==> src/rtl/apb_slave_mem.sv <==
// apb_slave_mem: APB completer backed by a 256 x 8 register file, PREADY stretched by WAIT_STATES.
// Latency: setup in cycle T, PREADY high in T+1+WAIT_STATES, transfer takes 2+WAIT_STATES cycles.
// Backpressure: PREADY is held low for WAIT_STATES access cycles; PSEL low in ACCESS aborts with no write.
//
// Ports:
//   PCLK, PRESETn        clock (rising edge), asynchronous active-low reset
//   PSEL, PENABLE        APB select / access-phase strobe
//   PWRITE, PADDR[8:0]   direction and address (PADDR[8] decoded upstream, ignored here)
//   PWDATA[7:0]          write data
//   PRDATA[7:0]          registered read data, holds outside read completions
//   PREADY               registered, one-cycle pulse per completed transfer
//   PSLVERR              registered error flag, meaningful only while PREADY=1
//
// Optional feature: define APB_SLV_PSLVERR_EN to make addresses >= RO_BASE read-only;
// writes there complete with PSLVERR=1 and leave memory untouched. Without it PSLVERR
// stays 0 and all 256 entries are writable.

module apb_slave_mem #(
  parameter int         WAIT_STATES = 0,      // 0..7
  parameter logic [7:0] RO_BASE     = 8'hF0
) (
  input  logic       PCLK,
  input  logic       PRESETn,
  input  logic       PSEL,
  input  logic       PENABLE,
  input  logic       PWRITE,
  input  logic [8:0] PADDR,
  input  logic [7:0] PWDATA,
  output logic [7:0] PRDATA,
  output logic       PREADY,
  output logic       PSLVERR
);

  localparam logic [2:0] WS = 3'(WAIT_STATES);

`ifdef APB_SLV_PSLVERR_EN
  localparam logic RO_EN = 1'b1;
`else
  localparam logic RO_EN = 1'b0;
`endif

  typedef enum logic {IDLE, ACCESS} state_t;

  state_t     state, state_nxt;
  logic [7:0] mem [256];
  logic [7:0] addr_q, wdata_q;
  logic       wr_q;
  logic [2:0] cnt;

  logic [7:0] prdata_nxt;
  logic       pready_nxt, pslverr_nxt;
  logic [2:0] cnt_nxt;
  logic       latch_req;
  logic       mem_we;

  logic       setup_ph;
  logic       unused_paddr_msb;

  assign setup_ph         = PSEL & ~PENABLE;
  assign unused_paddr_msb = PADDR[8];

  // Constant-folds to 0 when the read-only region is not compiled in.
  function automatic logic ro_hit(input logic [7:0] a);
    return RO_EN && (a >= RO_BASE);
  endfunction

  // State register
  always_ff @(posedge PCLK or negedge PRESETn) begin
    if (!PRESETn) state <= IDLE;
    else          state <= state_nxt;
  end

  // Next-state logic
  always_comb begin
    state_nxt = state;
    case (state)
      IDLE:   if (setup_ph) state_nxt = ACCESS;
      ACCESS: if (!PSEL || (PENABLE && PREADY)) state_nxt = IDLE;
      default: state_nxt = IDLE;
    endcase
  end

  // Output / datapath next-value logic; all outputs are registered below.
  always_comb begin
    prdata_nxt  = PRDATA;
    pready_nxt  = PREADY;
    pslverr_nxt = PSLVERR;
    cnt_nxt     = cnt;
    latch_req   = 1'b0;
    mem_we      = 1'b0;
    case (state)
      IDLE: begin
        // PENABLE=1 without a preceding setup phase falls through and is ignored.
        if (setup_ph) begin
          latch_req   = 1'b1;
          cnt_nxt     = WS;
          pready_nxt  = (WS == 3'd0);
          pslverr_nxt = (WS == 3'd0) && PWRITE && ro_hit(PADDR[7:0]);
          if ((WS == 3'd0) && !PWRITE) prdata_nxt = mem[PADDR[7:0]];
        end
      end
      ACCESS: begin
        if (!PSEL) begin
          // Abort: drop any pending response, PRDATA keeps its old value.
          pready_nxt  = 1'b0;
          pslverr_nxt = 1'b0;
        end else if (PENABLE) begin
          if (PREADY) begin
            mem_we      = wr_q && !ro_hit(addr_q);
            pready_nxt  = 1'b0;
            pslverr_nxt = 1'b0;
          end else begin
            cnt_nxt = cnt - 3'd1;
            if (cnt == 3'd1) begin
              pready_nxt  = 1'b1;
              pslverr_nxt = wr_q && ro_hit(addr_q);
              if (!wr_q) prdata_nxt = mem[addr_q];
            end
          end
        end
      end
      default: ;
    endcase
  end

  // Registered outputs, latched request and storage
  always_ff @(posedge PCLK or negedge PRESETn) begin
    if (!PRESETn) begin
      PRDATA  <= 8'h00;
      PREADY  <= 1'b0;
      PSLVERR <= 1'b0;
      cnt     <= 3'd0;
      addr_q  <= 8'h00;
      wdata_q <= 8'h00;
      wr_q    <= 1'b0;
      for (int i = 0; i < 256; i++) mem[i] <= 8'h00;
    end else begin
      PRDATA  <= prdata_nxt;
      PREADY  <= pready_nxt;
      PSLVERR <= pslverr_nxt;
      cnt     <= cnt_nxt;
      if (latch_req) begin
        addr_q  <= PADDR[7:0];
        wdata_q <= PWDATA;
        wr_q    <= PWRITE;
      end
      // Commit uses the latched address/data, so bus changes during ACCESS are harmless.
      if (mem_we) mem[addr_q] <= wdata_q;
    end
  end

endmodule

==> config.mk <==
export PLATFORM = sky130hd
export DESIGN_NAME = apb_slave_mem
export DESIGN_NICKNAME = d
export VERILOG_FILES = /design/src/rtl/apb_slave_mem.sv
export SDC_FILE = /design/constraint.sdc
export NUM_CORES = 2
export LEC_CHECK = 0
export CELL_PAD_IN_SITES_DETAIL_PLACEMENT = 0
export CELL_PAD_IN_SITES_GLOBAL_PLACEMENT = 1
export CORE_AREA = 2 2 434 436
export CTS_CLUSTER_DIAMETER = 200
export DETAILED_ROUTE_END_ITERATION = 10
export DIE_AREA = 0 0 436 438
export PLACE_DENSITY_LB_ADDON = 0.1
export SLEW_MARGIN = 15
export SYNTH_ARGS = -nofsm -noshare
export SYNTH_HDL_FRONTEND = slang
export SYNTH_SLANG_ARGS = --single-unit
==> constraint.sdc <==
create_clock -name PCLK -period 3.8 [get_ports PCLK]
set_input_delay 1.14 -clock PCLK [delete_from_list [all_inputs] [get_ports PCLK]]
set_output_delay 1.14 -clock PCLK [all_outputs]
set_load 0.02 [all_outputs]
==> out/qor.txt <==
Gr ovfl total: 0
R2r endpoint: PRDATA[3]$_DFFE_PN0P_
Setup Crit Path Kind: reg -> reg
Synth Net Count: 7260
Util after Layout: 70.5%
Chip height: 438 um
Sink Count: 2078
Synth top area share: 46.8%
Slew HR: 15.1%
CTS Hold Buffers Added: 0
Post-synth EDFFs: 0
Leakage: 60.5 nW
Flop pwr share: 42.3%
Crit path launch type: flip-flop
Syn Inst Count: 7235
FFs w/ async S/R, synth: 100%
GRT Total Usage: 44.0%
Die X: 436 um
Latest clock arrival within the worst-skew pair: 0.91 ns
Cell Int Power: 0.0387 W
MaxCap Viol Count: 0
CTS Buf Count: 220
Final Power: 0.0545 W
Port bufs: 29
Drt wl/cell: 38.8 um
I/O pin count: 32
Worst Setup SP: addr_q[5]$_DFFE_PN0P_
Pins Over Slew Limit: 0
Drt first pass iters: 6
Core area: 0.187 mm2
Switch share: 29.0%
WP data arrival: 4.78 ns
Final Setup Violations: 2
Top cells by count, synth: mux2_2 (2079), dfrtp_1 (2078), mux4_2 (1045)
Comb pwr share: 15.6%
Slowest CP cell: o32ai_1
Crit. End Element: flip-flop
Reg2Reg Depth: 8
Layout cells sized above 1: 58.6%
FF-to-FF setup slack: -0.13 ns
Worst R2R Start: addr_q[5]$_DFFE_PN0P_
Cell Area, Synth: 0.111 mm2
Vias in the first global route: 78181
Initial Util: 59.6%
Largest net degree at the start of global routing: 150
Worst EP required: 4.65 ns
Pre-CTS setup slack: -1.00 ns
Cell variety after synth: 75
DP Wirelength: 299000 um
WP depth: 8
Tcrit/Tclk final: 103%
GP Congestion: 1.02
CP endpoint: PRDATA[3]$_DFFE_PN0P_
Row cnt: 159
RSZ-0062 raised after global routing: false
Worst Tran Pin Value: 1.27 ns
Routed WL: 415000 um
Post-CTS Setup Repair Bufs: 0
First-pass GRT wire length: 593000 um
Tmin final: 3.93 ns
Fmax: 255 MHz
1st-iter DRT viols: 9285
CTS Buffer Depth: 3
Worst-case clock skew: 0.0374 ns
Most area-hungry cell type in the Yosys netlist: dfrtp_1
Antenna violations before repair: 34
VDD IR-drop max: 427 uV
Synthesized area per cell: 15.4 um2
CTS tree: built
Synthesized flop and latch total: 2078
Clock network power share: 42.1%
Violated checks: setup timing
Most common flop cell mapped by yosys: dfrtp_1
DR vias: 77391
Status: finished with violations
PnR worst setup slack: -0.126 ns
Vias per cell: 7.22
Most frequent cell after synthesis: mux2_2
Clock Tree Root: clkbuf_16
Hold Vio Cnt, Final: 0
Antenna viol nets, final: 0
Layout Nets: 8041
Yosys warns: 0
CP cell instances: nor2b_1, nand2_1, buf_4, o32ai_1, a311o_1, a2111oi_0, nand3_1, o211a_1
Switching power total: 0.0158 W
Worst min path class: in -> async
Area Growth Syn to Fin: 18.3%
# DRC: 0
Cell family with the largest share of critical-path delay: compound AO/OA/AOI/OAI gates
H-tree levels: 4
CTS clk-pin slew, worst paths: 0.07 ns
Synth top area cells: dfrtp_1 (47%), mux4_2 (21%), mux2_2 (21%)
Worst Path Max Fanout: 16
Sequential share of the synthesized area: 46.8%
Die area: 0.191 mm2
P per Cell Area: 415 mW/mm2
Largest stage delay, worst path: 1.06 ns
Buffers & Inverters on Critical Path: 1
## kinds of logic after synthesis
group	synth area share, %
multiplexers	43.9
flip-flops	46.8
AND/OR/NAND/NOR	3.12
buffers and inverters	2.85
AO/OA/AOI/OAI	3.27
adder cells (fa/ha/maj)	0.0338
other	0.00337
## power groups by stage
stage | combinational, W | clock [W] | sequential [W]
2_1_floorplan | 0.00452 | 0 | 0.0230
3_3_place_gp | 0.00818 | 0 | 0.0234
3_5_place_dp | 0.00827 | 0 | 0.0234
4_1_cts | 0.00830 | 0.0231 | 0.0230
5_1_grt | 0.00870 | 0.0240 | 0.0230
6_report | 0.00851 | 0.0230 | 0.0230
## per-stage QoR
stage,cells,setup TNS (ns),area (um2),hold WS (ns)
finish,10713,-0.136,132000,0.161
CTS,10700,0,131000,0.190
detailed placement,10289,-6.52,124000,0.495
global placement,10289,-7.44,124000,0.488
floorplan,7235,0,111000,0.466
global route,10705,0,131000,0.171
## worst min-delay path by stage
stage | startpoint | end | slack [ns] | cells after the start
after floorplan | cnt[1]$_DFFE_PN0P_ | cnt[1]$_DFFE_PN0P_ | 0.47 | 1
after global placement | cnt[1]$_DFFE_PN0P_ | cnt[1]$_DFFE_PN0P_ | 0.49 | 1
after detailed placement | cnt[1]$_DFFE_PN0P_ | cnt[1]$_DFFE_PN0P_ | 0.50 | 1
after CTS | PRESETn | mem[441]$_DFFE_PN0P_ | 0.19 | 1
after global routing | PRESETn | mem[441]$_DFFE_PN0P_ | 0.17 | 1
final | PRESETn | mem[441]$_DFFE_PN0P_ | 0.16 | 1
## area by class of cell
| class | instances | area, um2 |
|---|---|---|
| multi-input cells | 4523 | 56200 |
| fillers | 12716 | 55100 |
| flip-flops and latches | 2078 | 52000 |
| repair buffers | 1178 | 12300 |
| clock buffers | 320 | 6400 |
| well taps | 2495 | 3120 |
| clock inverters | 91 | 1320 |
| inverters | 15 | 63.8 |
| diodes | 13 | 32.5 |
## state kept, by name, indices dropped and copies added (netlist names)
name and flops:
mem 2048, PRDATA 8, cnt 3, state 1, addr_q 8, PREADY 1
wdata_q 8, wr_q 1
## metal layers
layer / part of all wire, % / global-route usage (%) / vias up
li1: - / - / 29963
met1: 37 / 57.9 / 41553
met2: 44 / 63.6 / 4504
met3: 11 / 13.5 / 1339
met4: 8.2 / 28.8 / 32
met5: 0.075 / 0.199 / -
## cells in the final DEF, fill, tap and decap left out, drive strengths merged, types with 57 or more instances in the layout
cell type / n
a22oi: 125
o21ai: 58
mux4: 1045
a21oi: 66
nor2: 246
dfrtp: 2078
nand2: 235
mux2: 2092
nand3: 57
mux2i: 176
buf: 1156
clkbuf: 320
## timing repair
item | CTS | global route
endpoints found under the hold margin | 0 | 0
gates resized for setup | 1 | 5
endpoints found under the setup margin | 1 | 4
(Power assumes the default switching activity.)
